$ cat config.mk
export PLATFORM = sky130hd
export DESIGN_NAME = lcd_bus_responder_flat
export DESIGN_NICKNAME = d
export VERILOG_FILES = /design/src/rtl/lcd_bus_if.sv /design/src/rtl/lcd_bus_responder.sv /design/src/flat_wrapper.sv
export SDC_FILE = /design/constraint.sdc
export NUM_CORES = 1
export LEC_CHECK = 0
export CAP_MARGIN = 20
export CELL_PAD_IN_SITES_DETAIL_PLACEMENT = 0
export CELL_PAD_IN_SITES_GLOBAL_PLACEMENT = 1
export CORE_ASPECT_RATIO = 1.1
export CORE_UTILIZATION = 47
export CTS_BUF_LIST = sky130_fd_sc_hd__clkbuf_8
export CTS_CLUSTER_SIZE = 8
export DETAILED_ROUTE_END_ITERATION = 10
export GPL_ROUTABILITY_DRIVEN = 0
export GPL_TIMING_DRIVEN = 0
export PLACE_DENSITY_LB_ADDON = 0.1
export SLEW_MARGIN = 20
export SYNTH_ARGS = -nofsm -noshare
export SYNTH_HDL_FRONTEND = slang
export SYNTH_SLANG_ARGS = --single-unit
export TNS_END_PERCENT = 20
$ cat constraint.sdc
create_clock -name clk -period 7 [get_ports clk]
set_input_delay 1.05 -clock clk [delete_from_list [all_inputs] [get_ports clk]]
set_output_delay 1.05 -clock clk [all_outputs]
set_load 0.005 [all_outputs]
$ cat src/rtl/lcd_bus_if.sv
// Host-side 8080-style 18-bit parallel LCD bus; the host (SoC LCD interface)
// is the master, the panel responder is the slave.
interface lcd_bus_if;
    logic [17:0] lcd_db_in;
    logic [17:0] lcd_db_out;
    logic        lcd_db_oe;
    logic        lcd_rs;
    logic        lcd_wr;
    logic        lcd_rd;
    logic        lcd_cs;

    modport master (
        output lcd_db_in, lcd_rs, lcd_wr, lcd_rd, lcd_cs,
        input  lcd_db_out, lcd_db_oe
    );

    modport slave (
        input  lcd_db_in, lcd_rs, lcd_wr, lcd_rd, lcd_cs,
        output lcd_db_out, lcd_db_oe
    );
endinterface

$ cat src/rtl/lcd_bus_responder.sv
// Panel-side responder for the 8080-style LCD bus: command/window decode,
// pixel FIFO towards a framebuffer writer, host reads and FMARK generation.
module lcd_bus_responder #(
    parameter int          WIDTH        = 480,
    parameter int          HEIGHT       = 320,
    parameter int          ADDR_W       = 18,
    parameter int          FIFO_DEPTH   = 4,
    parameter int          FRAME_CYCLES = 200000,
    parameter int          FMARK_WIDTH  = 16,
    parameter logic [23:0] ID_VALUE     = 24'h009341
) (
    input  logic              clk,
    input  logic              nrst,
    lcd_bus_if.slave          bus,
    input  logic              lcd_rst,
    output logic              lcd_fmark,
    output logic              lcd_id,
    output logic              px_valid,
    input  logic              px_ready,
    output logic [ADDR_W-1:0] px_addr,
    output logic [17:0]       px_data,
    output logic              overflow
);
    localparam int COL_W = $clog2(WIDTH);
    localparam int ROW_W = $clog2(HEIGHT);
    localparam int PTR_W = $clog2(FIFO_DEPTH);
    localparam int CNT_W = $clog2(FRAME_CYCLES);
    localparam int ENT_W = ADDR_W + 18;

    // Two-flop synchronizers plus one history flop for edge detection.
    // Strobes idle high so a reset release never looks like an edge.
    logic [1:0]  wr_sy, rd_sy, cs_sy, rs_sy, rst_sy;
    logic [17:0] db_sy1, db_sy2;
    logic        wr_q, rd_q, cs_q;

    always_ff @(posedge clk) begin
        if (!nrst) begin
            wr_sy  <= 2'b11;
            rd_sy  <= 2'b11;
            cs_sy  <= 2'b11;
            rs_sy  <= 2'b00;
            rst_sy <= 2'b00;
            db_sy1 <= '0;
            db_sy2 <= '0;
            wr_q   <= 1'b1;
            rd_q   <= 1'b1;
            cs_q   <= 1'b1;
        end else begin
            wr_sy  <= {wr_sy[0], bus.lcd_wr};
            rd_sy  <= {rd_sy[0], bus.lcd_rd};
            cs_sy  <= {cs_sy[0], bus.lcd_cs};
            rs_sy  <= {rs_sy[0], bus.lcd_rs};
            rst_sy <= {rst_sy[0], lcd_rst};
            db_sy1 <= bus.lcd_db_in;
            db_sy2 <= db_sy1;
            wr_q   <= wr_sy[1];
            rd_q   <= rd_sy[1];
            cs_q   <= cs_sy[1];
        end
    end

    logic        cs_s, rs_s;
    logic [17:0] db_s;
    logic        wr_ev, rd_fall, rd_rise, cs_rise;
    assign cs_s    = cs_sy[1];
    assign rs_s    = rs_sy[1];
    assign db_s    = db_sy2;
    assign wr_ev   = wr_sy[1] && !wr_q && !cs_s;
    assign rd_fall = !rd_sy[1] && rd_q && !cs_s;
    assign rd_rise = rd_sy[1] && !rd_q;
    assign cs_rise = cs_s && !cs_q;

    logic [7:0]       cmd;
    logic [2:0]       param_idx;
    logic [15:0]      p_start;
    logic [7:0]       p_end_hi;
    logic [COL_W-1:0] sc, ec, col;
    logic [ROW_W-1:0] sp, ep, row;
    logic             te_en;
    logic [PTR_W:0]   wp, rp;
    logic [17:0]      db_out_r;
    logic             oe_r;
    logic [CNT_W-1:0] fm_cnt;
    logic [ENT_W-1:0] mem [FIFO_DEPTH];

    // SWRESET acts exactly like the pin/system reset for one clock.
    logic clr;
    assign clr = !nrst || !rst_sy[1] || (wr_ev && !rs_s && db_s[7:0] == 8'h01);

    function automatic logic [15:0] clamp16(input logic [15:0] v, input int modulus);
        if ({16'd0, v} >= 32'(modulus)) return 16'(modulus - 1);
        return v;
    endfunction

    // Window bounds as they would be committed by the final (4th) parameter.
    logic [15:0] win_s, win_e;
    always_comb begin
        win_s = clamp16(p_start, (cmd == 8'h2A) ? WIDTH : HEIGHT);
        win_e = clamp16({p_end_hi, db_s[7:0]}, (cmd == 8'h2A) ? WIDTH : HEIGHT);
        if (win_e < win_s) win_e = win_s;
    end

    // px_* handshake: a pixel transfers on every clk where px_valid && px_ready;
    // px_valid never drops and px_addr/px_data never change while a pixel waits.
    logic              full, pix_cmd, push_req, push_ok, pop;
    logic [ADDR_W-1:0] pix_addr;
    assign full     = (wp[PTR_W] != rp[PTR_W]) && (wp[PTR_W-1:0] == rp[PTR_W-1:0]);
    assign px_valid = (wp != rp);
    assign pop      = px_valid && px_ready;
    assign pix_cmd  = (cmd == 8'h2C) || (cmd == 8'h3C);
    assign push_req = wr_ev && rs_s && pix_cmd;
    assign push_ok  = push_req && (!full || pop) && !clr;
    assign pix_addr = ADDR_W'(row) * ADDR_W'(WIDTH) + ADDR_W'(col);

    always_ff @(posedge clk) begin
        if (push_ok) mem[wp[PTR_W-1:0]] <= {pix_addr, db_s};
    end

    assign {px_addr, px_data} = px_valid ? mem[rp[PTR_W-1:0]] : '0;

    logic [17:0] rd_val;
    always_comb begin
        rd_val = '0;
        case (cmd)
            8'h04: begin
                case (param_idx)
                    3'd0:    rd_val[7:0] = ID_VALUE[23:16];
                    3'd1:    rd_val[7:0] = ID_VALUE[15:8];
                    3'd2:    rd_val[7:0] = ID_VALUE[7:0];
                    default: rd_val = '0;
                endcase
            end
            8'h0A:   rd_val[2:0] = {te_en, overflow, px_valid};
            default: rd_val = '0;
        endcase
    end

    always_ff @(posedge clk) begin
        if (clr) begin
            cmd       <= 8'h00;
            param_idx <= '0;
            p_start   <= '0;
            p_end_hi  <= '0;
            sc        <= '0;
            ec        <= COL_W'(WIDTH - 1);
            sp        <= '0;
            ep        <= ROW_W'(HEIGHT - 1);
            col       <= '0;
            row       <= '0;
            te_en     <= 1'b0;
            wp        <= '0;
            rp        <= '0;
            overflow  <= 1'b0;
            db_out_r  <= '0;
            oe_r      <= 1'b0;
            fm_cnt    <= '0;
        end else begin
            fm_cnt <= (fm_cnt == CNT_W'(FRAME_CYCLES - 1)) ? '0 : fm_cnt + CNT_W'(1);
            if (pop)     rp <= rp + (PTR_W+1)'(1);
            if (push_ok) wp <= wp + (PTR_W+1)'(1);
            // Dropped pixels still advance the address counters below.
            if (push_req && !push_ok) overflow <= 1'b1;

            if (wr_ev && !rs_s) begin
                cmd       <= db_s[7:0];
                param_idx <= '0;
                case (db_s[7:0])
                    8'h2C: begin
                        col <= sc;
                        row <= sp;
                    end
                    8'h35:   te_en <= 1'b1;
                    8'h34:   te_en <= 1'b0;
                    default: ;
                endcase
            end else if (wr_ev) begin
                if (param_idx != 3'd4) param_idx <= param_idx + 3'd1;
                if (cmd == 8'h2A || cmd == 8'h2B) begin
                    case (param_idx)
                        3'd0: p_start[15:8] <= db_s[7:0];
                        3'd1: p_start[7:0]  <= db_s[7:0];
                        3'd2: p_end_hi      <= db_s[7:0];
                        3'd3: begin
                            if (cmd == 8'h2A) begin
                                sc <= COL_W'(win_s);
                                ec <= COL_W'(win_e);
                            end else begin
                                sp <= ROW_W'(win_s);
                                ep <= ROW_W'(win_e);
                            end
                        end
                        default: ;
                    endcase
                end
                if (pix_cmd) begin
                    if (col == ec) begin
                        col <= sc;
                        if (row == ep)                       row <= sp;
                        else if (row == ROW_W'(HEIGHT - 1))  row <= '0;
                        else                                 row <= row + ROW_W'(1);
                    end else if (col == COL_W'(WIDTH - 1)) begin
                        col <= '0;
                    end else begin
                        col <= col + COL_W'(1);
                    end
                end
            end

            if (rd_fall) begin
                oe_r     <= 1'b1;
                db_out_r <= rd_val;
            end
            if (rd_rise || cs_rise) begin
                oe_r     <= 1'b0;
                db_out_r <= '0;
            end
            if (rd_rise && !cs_s && param_idx != 3'd4) param_idx <= param_idx + 3'd1;
        end
    end

    assign bus.lcd_db_out = db_out_r;
    assign bus.lcd_db_oe  = oe_r;
    assign lcd_fmark      = te_en && (fm_cnt < CNT_W'(FMARK_WIDTH));
    assign lcd_id         = ID_VALUE[0];
endmodule

$ cat src/flat_wrapper.sv
// flat-port wrapper written by rule: the top's interface ports become plain ports
module lcd_bus_responder_flat 
#(
    parameter int          WIDTH        = 480,
    parameter int          HEIGHT       = 320,
    parameter int          ADDR_W       = 18,
    parameter int          FIFO_DEPTH   = 4,
    parameter int          FRAME_CYCLES = 200000,
    parameter int          FMARK_WIDTH  = 16,
    parameter logic [23:0] ID_VALUE     = 24'h009341
)
  (clk, nrst, lcd_rst, lcd_fmark, lcd_id, px_valid, px_ready, px_addr, px_data, overflow, bus_lcd_db_in, bus_lcd_rs, bus_lcd_wr, bus_lcd_rd, bus_lcd_cs, bus_lcd_db_out, bus_lcd_db_oe);
  lcd_bus_if bus_i ();
  input  logic clk;
  input  logic nrst;
  input  logic lcd_rst;
  output logic lcd_fmark;
  output logic lcd_id;
  output logic px_valid;
  input  logic px_ready;
  output logic [ADDR_W-1:0] px_addr;
  output logic [17:0] px_data;
  output logic overflow;
  input wire logic [$bits(bus_i.lcd_db_in)-1:0] bus_lcd_db_in;
  input wire logic [$bits(bus_i.lcd_rs)-1:0] bus_lcd_rs;
  input wire logic [$bits(bus_i.lcd_wr)-1:0] bus_lcd_wr;
  input wire logic [$bits(bus_i.lcd_rd)-1:0] bus_lcd_rd;
  input wire logic [$bits(bus_i.lcd_cs)-1:0] bus_lcd_cs;
  output wire logic [$bits(bus_i.lcd_db_out)-1:0] bus_lcd_db_out;
  output wire logic [$bits(bus_i.lcd_db_oe)-1:0] bus_lcd_db_oe;
  assign bus_i.lcd_db_in = bus_lcd_db_in;
  assign bus_i.lcd_rs = bus_lcd_rs;
  assign bus_i.lcd_wr = bus_lcd_wr;
  assign bus_i.lcd_rd = bus_lcd_rd;
  assign bus_i.lcd_cs = bus_lcd_cs;
  assign bus_lcd_db_out = bus_i.lcd_db_out;
  assign bus_lcd_db_oe = bus_i.lcd_db_oe;
  lcd_bus_responder #(.WIDTH(WIDTH), .HEIGHT(HEIGHT), .ADDR_W(ADDR_W), .FIFO_DEPTH(FIFO_DEPTH), .FRAME_CYCLES(FRAME_CYCLES), .FMARK_WIDTH(FMARK_WIDTH), .ID_VALUE(ID_VALUE)) u_core (.clk(clk), .nrst(nrst), .bus(bus_i), .lcd_rst(lcd_rst), .lcd_fmark(lcd_fmark), .lcd_id(lcd_id), .px_valid(px_valid), .px_ready(px_ready), .px_addr(px_addr), .px_data(px_data), .overflow(overflow));
endmodule
# Yosys cells after proc, flatten, opt, wreduce, memory -nomap -nowiden

Memory sizes are Yosys's and may differ from the RTL's. A register that Yosys moved wholly into a read port is not among the register bits.
Cells that the tools add are included.

Flip-flop bits (word level): 183
Memory bits (writable): 144
Input bits: 26
Output and inout port bits: 59
Logic and storage cells: 154
Memories kept: 1

Memories:

| name       | words | width | read ports | clocked after Yosys merged registers in | wr ports | RTL line                | text |
|---|---|---|---|---|---|---|---|
| u_core.mem | 4     | 36    | 1          | 1                                       | 1        | lcd_bus_responder.sv:84 | `logic [ENT_W-1:0] mem [FIFO_DEPTH];` |

Add/sub/neg operators: 8
$mul: 1
Magnitude comparators: 4
Equality and inequality tests: 23
Muxes and demuxes: 34
Bitwise logic cells: 2
Reduce and logical (&&, ||, !) cells: 53

Operators by type and width:

| operator                                                     | number |
|---|---|
| 2-to-1 mux 9 bit                                             | 14 |
| greater-or-equal comparator 16 x 32 -> 1 bit                 | 2 |
| 2-to-1 mux 16 bit                                            | 4 |
| == test 8 x 6 -> 1 bit (second input constant)               | 7 |
| 2-to-1 mux 36 bit                                            | 1 |
| adder 18 x 1 -> 18 bit (second input constant)               | 1 |
| adder 18 x 9 -> 18 bit                                       | 1 |
| adder 9 x 1 -> 9 bit (second input constant)                 | 2 |
| == test 18 bit (second input constant)                       | 1 |
| == test 9 bit                                                | 2 |
| == test 9 bit (second input constant)                        | 2 |
| logical AND 1 bit                                            | 18 |
| less-than comparator 18 x 5 -> 1 bit (second input constant) | 1 |
| less-than comparator 16 bit                                  | 1 |
| case mux 8 bit (2 select lines)                              | 1 |
| AND reduction 4 bit                                          | 4 |
| subtractor 16 x 2 -> 16 bit (second input constant)          | 1 |
| multiplier 9 x 4 -> 13 bit (second input constant)           | 1 |
| 2-to-1 mux 3 bit                                             | 4 |
| logical NOT 1 bit                                            | 11 |
| AND reduction 5 bit                                          | 2 |
| adder 3 x 1 -> 3 bit (second input constant)                 | 3 |
| == test 8 x 1 -> 1 bit (second input constant)               | 1 |
| == test 8 x 3 -> 1 bit (second input constant)               | 1 |
| other kinds (22)                                             | 39 |

# Longest topological paths before layout

Gate-level depths: netlist (run 1).

Word-level depth: 10
Depth in mapped cells: 19

# Worst setup path after synthesis (run 1)

No wires, ideal clock.

Path type: register to register
Start: register u_core.row[0]
End: memory u_core.mem[0][35] (netlist bit) (data pin)
Library setup time: 0.277 ns
Arrival: 3.671 ns
Path slack: 3.052 ns
Cell stages (with the launch flop): 14
Buffers on the path: 0
Cell sequence: dfxtp_1 fa_1 inv_1 fa_1 fa_1 inv_1 ha_1 inv_1 o21ai_0 nand2_1 or4b_1 nand3b_1 nor4_2 xnor2_1

Cells in the longest elaborated chain, start to end: 2

RTL lines:

| element                    | RTL line                 | text |
|---|---|---|
| start, declared            | lcd_bus_responder.sv:78  | `logic [ROW_W-1:0] sp, ep, row;` |
| start signal, assigned     | lcd_bus_responder.sv:170 | `row <= sp;` |
| start signal, assigned     | lcd_bus_responder.sv:198 | `if (row == ep) row <= sp;` |
| start signal, assigned     | lcd_bus_responder.sv:200 | `else row <= row + ROW_W'(1);` |
| multiplier 9 x 4 -> 13 bit | lcd_bus_responder.sv:113 | `assign pix_addr = ADDR_W'(row) * ADDR_W'(WIDTH) + ADDR_W'(col);` |
| adder 18 x 9 -> 18 bit     | lcd_bus_responder.sv:113 |  |
| net u_core.pix_addr[17]    | lcd_bus_responder.sv:106 | `logic [ADDR_W-1:0] pix_addr;` |
| end, declared              | lcd_bus_responder.sv:84  |  |

The timed path passes the listed nets, and every way through them passes these cells.

# Worst setup path in the final report (run 1)

Start: register u_core.cmd[0]
End: register u_core.ec[4]

Cells in the longest elaborated chain, start to end: 7
Elaborated cells on any way between the ends: 16
Classes of those cells: add/sub (1); order compare (3); eq/ne (2); mux (8); reduce/logical (2)

RTL lines:

| element                                                                                     | RTL line                                         | text |
|---|---|---|
| start, declared                                                                             | lcd_bus_responder.sv:73                          | `logic [7:0] cmd;` |
| start signal, assigned                                                                      | lcd_bus_responder.sv:165                         | `cmd <= db_s[7:0];` |
| == test 8 x 6 -> 1 bit                                                                      | -                                                |  |
| 2-to-1 mux 8 bit                                                                            | lcd_bus_responder.sv:98, lcd_bus_responder.sv:99 |  |
| greater-or-equal comparator 16 x 32 -> 1 bit or subtractor 16 x 2 -> 16 bit (tied branches) | lcd_bus_responder.sv:91                          | `if ({16'd0, v} >= 32'(modulus)) return 16'(modulus - 1);` |
| 2-to-1 mux 1 bit or 2-to-1 mux 16 bit (tied branches)                                       | lcd_bus_responder.sv:91                          |  |
| 2-to-1 mux 16 bit                                                                           | lcd_bus_responder.sv:92                          | `return v;` |
| less-than comparator 16 bit                                                                 | lcd_bus_responder.sv:100                         | `if (win_e < win_s) win_e = win_s;` |
| 2-to-1 mux 9 bit                                                                            | lcd_bus_responder.sv:100                         |  |
| end signal, assigned                                                                        | lcd_bus_responder.sv:145                         | `ec <= COL_W'(WIDTH - 1);` |
| end signal, assigned                                                                        | lcd_bus_responder.sv:186                         | `ec <= COL_W'(win_e);` |
| end, declared                                                                               | lcd_bus_responder.sv:77                          | `logic [COL_W-1:0] sc, ec, col;` |

Parallel ways exist; a longest one is shown, timed or not. The select of a mux whose other input is x is not followed.
A chain may end at the register's enable or synchronous reset.

==> impl_results.md, run 1 <==
* Cells on Worst Hold Path at 1
* Global-route wire length before repair at just over 50 mm
* Levels on crit path at 17
* Worst EP arrival at slightly above 5 ns
* Leakage power at roughly 6.2 nW
* Critical path's slowest cell: nor4b_2
* Layout Skew at 0.03276 ns
* DIE AREA at 31290 um^2
* Root Driver: clkbuf_8
* Tcrit/Tclk final at 0.6722
* Crit path max fanout at 10
* Boundary Pins at 85
* CP Capture Type: flop
* Crit path kind: flop to flop
* Seq/Total Area, Yosys at 0.5403
* GR Overflow Total at 0
* Reg clk slew, reported paths at 0.06 ns
* Synth Register Bits at 316
* Die X at 168.8 um
* Critical-path cell list: nor4b_2, nand2_2, inv_1, ha_1, nand3b_1, o221ai_2, a32o_2, or3_1, inv_1, ha_1, a21o_2, a211oi_1, o2111ai_2, a21oi_4, buf_8, mux2i_1, o21ai_1
* Main synth FF type: dfxtp_1
* Detailed Route Iter0 Violations at 606
* Post-synth top area share at 0.3008
* Placeable Area at about 30000 um^2
* Post-Route WL at between 30 and 40 mm
* Synth-to-layout area growth at 17.54%
* Cts repair resizes at 0
* Final Hold Fails at 0
* Met3 WL post-DR at 1.141 mm
* # placed instances at 1771
* RSZ-0062 raised after global routing: no
* Family with the most delay on the worst path: compound AO/OA/AOI/OAI gates
* Final ANT Viol Nets at 0
* CTS tree: built
* Vias per cell at 5.187
* Delay of the slowest critical-path stage at 0.44 ns
* Avg WL per Cell at 16.70 um
* Initial antenna violation count at 0
* Clk buf depth at 3
* Clock Latency Late Sink at 0.60 ns
* Non-Filler Instances at between 1500 and 2000
* Netlist Area Pre-Place at 14380 um^2
* Met2 Wirelength at 15.01 mm
* Die Height at ~190 um
* Status: completed
* Wl on met1 at 14.43 mm
* Via count at 9704
* Port Buf Inserts at just over 70
* Yosys cell types at 81
* Dpl hpwl at ~22 mm
* Maximum capacitance violations at 0
* Area contributors post-synth: edfxtp_1 30%, dfxtp_1 24%, mux4_2 5.6%
* Synth warn at 0
* TritonRoute pass-1 iters at 4
* GRT Util Overall at 0.2067
* Commonest cells in the synthesized netlist: 172 x dfxtp_1, 144 x edfxtp_1, 119 x nand2_1
* Pins Over Slew Limit at 0
* Synth area leader: edfxtp_1
* Synth Instances at 1263
* TritonCTS Sinks at 316
* Tmin final at about 4.7 ns
* # diodes at 0
* R2r worst-path depth at 17
* Most frequent cell after synthesis: dfxtp_1
* DRC at 0
* Syn avg cell area at 11.38 um^2
* Critical path buffer and inverter count at 3
* Num rows at 66
* Vias in the first global route at 9602
* Number of nets in the layout at 1516
* Post-CTS Setup Bufs at 0
* Initial Util at 0.4822
* Share of post-route cells with drive strength above 1 at 0.1141
* DR top layer: met4
* EDFF count, synth at 144
* Hold slack final at 0.3951 ns
* Least-Margin Pin Slew at 0.8448 ns
* Cell Pwr Density at 217.2 nW/um^2
* Final count of negative-setup-slack endpoints at 0
* CTS Hold Buffers Added at 0
* Peak supply drop at ~120 uV
* Post-synth ARST share at 0
* WP data required at around 7.5 ns
* CP Launch Type: flop
* Max-slew headroom at 0.4320
* Num CTS Buffers at 53
* Hold WC Path Type: flop to flop
* Setup TNS at 0 ns
* H-tree depth at 2
* Max Clk Rate at 0.2125 GHz
* Largest net degree at the start of global routing at 26
==> power by group <==
part | internal [mW] | leakage, nW | switching (mW)
clock network | 0.906 | 0.666 | 0.739
registers | 1.93 | 2.77 | 0.0135
logic | 0.0399 | 2.80 | 0.0400
==> worst paths after layout <==
kind | start | to | slack (ns)
setup / recovery | u_core.cmd[0] | u_core.ec[4] | 2.29
hold / removal | u_core.wr_sy[0] | u_core.wr_sy[1] | 0.40
setup reg to reg | u_core.cmd[0] | u_core.ec[4] | 2.29
hold reg to reg | u_core.wr_sy[0] | u_core.wr_sy[1] | 0.40
==> cell type report <==
| cell class | count | area (um^2) |
|---|---|---|
| Timing Repair Buffer | 75 | 790.8 |
| Clock buffer | 67 | 922.1 |
| Buffer | 66 | 326.6 |
| Multi-Input combinational cell | 850 | 6177 |
| Sequential cell | 316 | 7767 |
| Clock inverter | 33 | 192.7 |
| Tap cell | 408 | 510.5 |
| Inverter | 56 | 210.2 |
| Fill cell | 2575 | 12910 |
==> metrics by stage <==
step                cell area, um^2  total power, mW  utilization  worst slack, ns
global placement              15690            2.062       0.5264            2.347
global route                  16900            3.810       0.5668            1.968
finish                        16900            3.670       0.5668            2.295
CTS                           16900            3.713       0.5668            2.331
floorplan                     14470            2.028            -            3.052
detailed placement            15780            2.063       0.5294            2.349
==> flip-flops by register name (all words and copies together) (netlist names), 8 cells and up, named ones only <==
register,cells
u_core.sp,9
u_core.sc,9
u_core.ep,9
u_core.p_start,16
u_core.mem,144
u_core.ec,9
u_core.cmd,8
u_core.db_sy1,18
u_core.fm_cnt,18
u_core.col,9
u_core.db_s,18
u_core.p_end_hi,8
u_core.row,9
==> metal layers <==
layer / vias to the layer above / GRT usage
met4: 0 / 0.06327
li1: 4783 / -
met1: 4669 / 0.2673
met5: - / 0
met2: 198 / 0.3567
met3: 54 / 0.03184
==> layout by cell type (no fill, tap or decap), types with 5 or more instances in the layout <==
master,synthesis,layout
a211oi_1,29,29
a21o_1,6,6
a21oi_1,81,81
a22oi_1,5,5
a31oi_1,6,5
and2_1,84,80
and2_2,1,5
and3_1,16,16
buf_1,5,5
buf_2,8,8
buf_4,14,14
clkbuf_1,37,37
clkbuf_8,0,67
clkdlybuf4s50_1,0,71
conb_1,2,27
dfxtp_1,172,172
edfxtp_1,144,144
fa_1,16,16
ha_1,56,56
inv_1,56,81
mux2i_1,15,15
mux4_2,36,36
nand2_1,119,119
nand2b_1,13,13
nand3_1,34,34
nand3b_1,5,5
nand4_1,7,7
nor2_1,87,87
nor2b_1,6,6
nor3_1,13,13
nor4_1,10,10
o211ai_1,5,5
o21ai_0,22,22
o21ai_1,16,16
o31ai_1,6,6
xnor2_1,41,41
xor2_1,19,19
==> cells by family after synthesis <==
family          share of synthesized area
fa+ha+maj                         0.07102
other cells                     0.0005224
xor+xnor                          0.03655
simple gates                       0.1554
flops                              0.5403
compound gates                    0.09130
buf+inv                           0.03734
mux                               0.06762
Power figures use the tool's default switching activity.
==> run 2: changes to the inputs <==
==> constraint.sdc (replaced) <==
create_clock -name clk -period 4.5 [get_ports clk]
set_input_delay 0.675 -clock clk [delete_from_list [all_inputs] [get_ports clk]]
set_output_delay 0.675 -clock clk [all_outputs]
set_load 0.005 [all_outputs]
==> impl_results.md, run 2 (synthesis gave the netlist of run 1 again) <==
* Total power at 5.720 mW
* Synth-to-layout area growth at 18.14%
* Post-Route WL at 31.34 mm
* Critical path buffer and inverter count at 3
* Delay of the slowest critical-path stage at 0.36 ns
* RSZ-0062 raised after global routing: no
* Num CTS Buffers at 53
* TritonRoute pass-1 iters at 5
* Family with the most delay on the worst path: compound AO/OA/AOI/OAI gates
* Via count at roughly 9700
* Clk buf depth at 3
* Sw Ratio at 0.2162
* Dpl hpwl at 21.98 mm
* Pins Over Slew Limit at 0
* RR Startpoint: u_core.cmd[4]
* Tcrit/Tclk final at 0.9331
* Pint at 4.484 mW
* Final count of negative-setup-slack endpoints at 0
* Commonest non-fill, non-tap cell in the layout: dfxtp_1
* Hold WC Path Type: flop to flop
* Comb power frac at 0.024
* Die X at about 170 um
* Num rows at 66
* Maximum capacitance violations at 0
* WP data required at 4.96 ns
* DRC at 0
* Cell Pwr Density at 336.8 nW/um^2
* Setup TNS at 0 ns
* Hold slack final at slightly below 0.4 ns
* DIE AREA at 31290 um^2
* Crit path max fanout at 8
* Initial Util at 0.4822
* Clock Latency Late Sink at about 0.60 ns
* Boundary Pins at 85
* Worst EP arrival at about 4.7 ns
* Layout Skew at 0.03200 ns
* Leakage power at roughly 6.3 nW
* Tmin final at about 4.2 ns
* # placed instances at 1771
* GRT Util Overall at 0.2068
* H-tree depth at 2
* NetSw at 1.236 mW
* Worst Setup SP: u_core.cmd[4]
* CP Launch Type: flop
* Non-Filler Instances at 1876
* Critical path's slowest cell: dfxtp_1
* Share of post-route cells with drive strength above 1 at 0.1260
* Port Buf Inserts at 71
* CP Capture Type: flop
* TritonCTS Sinks at 316
* Vias in the first global route at 9604
* Final ANT Viol Nets at 0
* Status: completed
* Part of the power in registers at 0.529
* CTS Hold Buffers Added at 0
* Core Util, Final at 0.5697
* Number of nets in the layout at 1521
* Crit path kind: flop to flop
* Min-delay src: u_core.wr_sy[0]
* Max reg flops at 144
* Die Height at 185.4 um
* Vias per cell at roughly 5.2
* Max-slew headroom at 0.4309
* Root Driver: clkbuf_8
* # diodes at 0
* Largest net degree at the start of global routing at 26
* Max Clk Rate at 0.2382 GHz
* Commonest cells after routing, fill and taps aside: 169 x dfxtp_1, 144 x edfxtp_1, 119 x nand2_1, 87 x nor2_1, 81 x a21oi_1
* Placeable Area at 29810 um^2
* Peak supply drop at 185.5 uV
* Detailed Route Iter0 Violations at 581
* Clock power share at 0.447
* Critical-path cell list: nor4b_4, nand2_2, inv_2, ha_1, nand3b_1, o221ai_2, a32o_2, or3_1, inv_2, ha_1, a21o_2, a211oi_4, o2111ai_2, a21oi_4, buf_4, mux2i_1, o21ai_1
* Global-route wire length before repair at 50.63 mm
* Least-Margin Pin Slew at 0.8465 ns
* GR Overflow Total at 0
* CTS tree: built
* Initial antenna violation count at 0
* Reg clk slew, reported paths at 0.06 ns
* Final Hold Fails at 0
* Avg WL per Cell at 16.71 um
run 2: changes by cell type in the layout (fill, tap and decap cells not counted), sizes merged:
cell,previous run,this run
buf,32,37
run 2: worst paths after layout:
check | endpoint | slack [ns] | cells after the start
worst max-delay path | u_core.ec[1] | 0.30 | 17
worst min-delay path | u_core.wr_sy[1] | 0.40 | 1
worst max register to register | u_core.ec[1] | 0.30 | 17
worst min register to register | u_core.wr_sy[1] | 0.40 | 1
run 2: timing repair:
item | CTS | global route
resized for setup | 2 | 14
setup endpoints to repair | 12 | 20
cloned | 0 | 0
buffers inserted | 0 | 5
pin swaps | 0 | 3
run 2: layout make-up:
type	instances	area, um^2
buffer	66	326.6
clock buffer	67	922.1
clock inverter	33	192.7
fill	2572	12830
inverter	56	210.2
multi-input combinational	850	6222
sequential	316	7771
tap	408	510.5
timing repair buffer	80	828.3
run 2: routing by layer:
layer  GRT usage  part of all wire  wire (um)
met5           0                 0          0
met4     0.06327             0.022        674
met3     0.03184             0.035       1111
met2      0.3567              0.48      15050
met1      0.2675              0.46      14510
run 2: power by group through the flow:
stage / clock [mW] / sequential [mW] / combinational [mW]
2_1_floorplan: 0 / 3.08 / 0.0797
3_3_place_gp: 0 / 3.09 / 0.122
3_5_place_dp: 0 / 3.09 / 0.122
4_1_cts: 2.63 / 3.03 / 0.124
5_1_grt: 2.76 / 3.03 / 0.150
6_report: 2.56 / 3.03 / 0.135
run 2: stage by stage:
stage	worst slack [ns]	cell area [um^2]
2_1_floorplan	0.5519	14470
6_report	0.3012	16980
4_1_cts	0.02678	16910
3_3_place_gp	-0.1533	15690
3_5_place_dp	-0.1511	15780
5_1_grt	0.02147	16980
==> run 3: changes to the inputs <==
--- a/config.mk
+++ b/config.mk
@@ -9,6 +9,7 @@
 export CELL_PAD_IN_SITES_DETAIL_PLACEMENT = 0
 export CELL_PAD_IN_SITES_GLOBAL_PLACEMENT = 1
 export CORE_ASPECT_RATIO = 1.1
+export CORE_MARGIN = 3
 export CORE_UTILIZATION = 47
 export CTS_BUF_LIST = sky130_fd_sc_hd__clkbuf_8
 export CTS_CLUSTER_SIZE = 8
==> impl_results.md, run 3 (synthesis gave the netlist of run 1 again) <==
* Largest net degree at the start of global routing at 27
* Pins Over Slew Limit at 0
* Max reg flops at 144
* Global-route wire length before repair at 51.00 mm
* CP Capture Type: flop
* Detailed Route Iter0 Violations at 518
* Final Hold Fails at 0
* H-tree depth at 2
* R2R Setup Slk at 0.25 ns
* Port Buf Inserts at 71
* Vias per cell at approximately 5.1
* Num rows at 66
* Status: completed
* Synth-to-layout area growth at 17.28%
* Critical path's slowest cell: nor4b_4
* Share of post-route cells with drive strength above 1 at 0.1205
* Num CTS Buffers at 50
* Number of nets in the layout at between 1500 and 2000
* Crit path max fanout at 10
* Die Height at 189.4 um
* Via count at about 9600
* Maximum capacitance violations at 0
* Hold slack final at 0.4140 ns
* CTS Hold Buffers Added at 0
* Vias in the first global route at 9750
* Tmin final at 4.250 ns
* GR Overflow Total at 0
* Commonest non-fill, non-tap cell in the layout: dfxtp_1
* Part of the power in registers at 0.551
* RSZ-0062 raised after global routing: no
* Max Clk Rate at 0.2353 GHz
* WP data required at 4.96 ns
* TritonRoute pass-1 iters at 5
* Dpl hpwl at 22.03 mm
* Avg WL per Cell at 16.61 um
* Commonest cells after routing, fill and taps aside: 169 x dfxtp_1, 144 x edfxtp_1, 119 x nand2_1, 87 x nor2_1
* Initial Util at 0.4809
* Final count of negative-setup-slack endpoints at 0
* Clock Latency Late Sink at 0.60 ns
* Placeable Area at 29890 um^2
* Clock power share at 0.425
* # diodes at 0
* NetSw at 1.186 mW
* Area post-placement at 15780 um^2
* GRT Util Overall at 0.1913
* Boundary Pins at 85
* Hold WC Path Type: flop to flop
* Leakage power at around 6.2 nW
* Initial antenna violation count at 0
* TritonCTS Sinks at between 300 and 400
* Cell Pwr Density at about 330 nW/um^2
* Die X at 172.8 um
* Pint at around 4.3 mW
* Critical-path cell list: nor4b_4, nand2_2, inv_2, ha_1, nand3b_1, o221ai_2, a32o_2, or3_1, inv_2, ha_1, a21o_2, a211oi_4, o2111ai_2, a21oi_4, buf_8, mux2i_2, o21ai_1
* Post-route cell area at 16860 um^2
* Max-slew headroom at 0.4771
* Reg clk slew, reported paths at 0.06 ns
* Delay of the slowest critical-path stage at 0.38 ns
* DIE AREA at 32730 um^2
* Crit path kind: flop to flop
* Comb power frac at 0.024
* Post-Route WL at 31.02 mm
* CP Launch Type: flop
* Tcrit/Tclk final at 0.9444
* Final ANT Viol Nets at 0
* Root Driver: clkbuf_8
* CTS tree: built
* Layout Skew at 0.03840 ns
* Least-Margin Pin Slew at 0.7844 ns
* Peak supply drop at 357.7 uV
* Worst EP arrival at 4.71 ns
* Sw Ratio at 0.2159
* DRC at 0
* Clk buf depth at 3
run 3: cell count changes in the layout (fill, tap and decap cells not counted), sizes merged:
cell,delta
clkbuf,-10
inv,+2
run 3: layout make-up:
| type | count | area [um^2] |
|---|---|---|
| well taps | 408 | 510.5 |
| repair buffers | 80 | 828.3 |
| clock inverters | 35 | 205.2 |
| plain buffers | 66 | 326.6 |
| inverters | 56 | 210.2 |
| multi-input cells | 850 | 6223 |
| clock buffers | 57 | 784.5 |
| flip-flops and latches | 316 | 7771 |
| fillers | 2638 | 13030 |
run 3: power by group through the flow:
stage	Combinational (mW)	Clock (mW)	Sequential (mW)
after CTS	0.125	2.41	3.02
after detailed placement	0.123	0	3.09
after floorplan	0.0797	0	3.08
final	0.132	2.33	3.02
after global routing	0.148	2.54	3.03
after global placement	0.122	0	3.08
run 3: routing by layer:
metal,wire [um],global-route usage,up-vias
met5,0,0,-
met4,564,0.05022,0
met3,1533,0.03109,43
met2,14980,0.3289,210
met1,13950,0.2541,4567
li1,-,-,4777
run 3: final timing paths:
kind                        start              end  cells after the start
setup reg to reg    u_core.cmd[4]     u_core.ec[4]                     17
setup / recovery    u_core.cmd[4]     u_core.ec[4]                     17
hold / removal    u_core.rd_sy[0]  u_core.rd_sy[1]                      1
hold reg to reg   u_core.rd_sy[0]  u_core.rd_sy[1]                      1
run 3: through the flow:
step           utilization  TNS (ns)  std cells  setup slack [ns]  power, mW
3_3_place_gp        0.5249   -0.5168       1767           -0.1366      3.207
5_1_grt             0.5640         0       1868          0.008036      5.713
6_report            0.5640         0       1868            0.2501      5.490
2_1_floorplan            -         0       1288            0.5519      3.155
3_5_place_dp        0.5280   -0.7444       1771           -0.1921      3.209
4_1_cts             0.5617         0       1863           0.01343      5.555
run 3: repair_timing:
| item | 4_1_cts | 5_1_grt |
|---|---|---|
| buffers inserted | 0 | 5 |
| resized for setup | 3 | 12 |
| setup endpoints to repair | 8 | 24 |
| pin swaps | 0 | 3 |
run 3: critical path, delay by kind of cell (launching register included):
kind | cells | cell delay (ns)
buffers and inverters | 3 | 0.46
DFF | 1 | 0.36
adders and majority gates | 2 | 0.49
AOI/OAI and AO/OA | 7 | 1.51
muxes | 1 | 0.30
and+or+nand+nor | 4 | 1.00
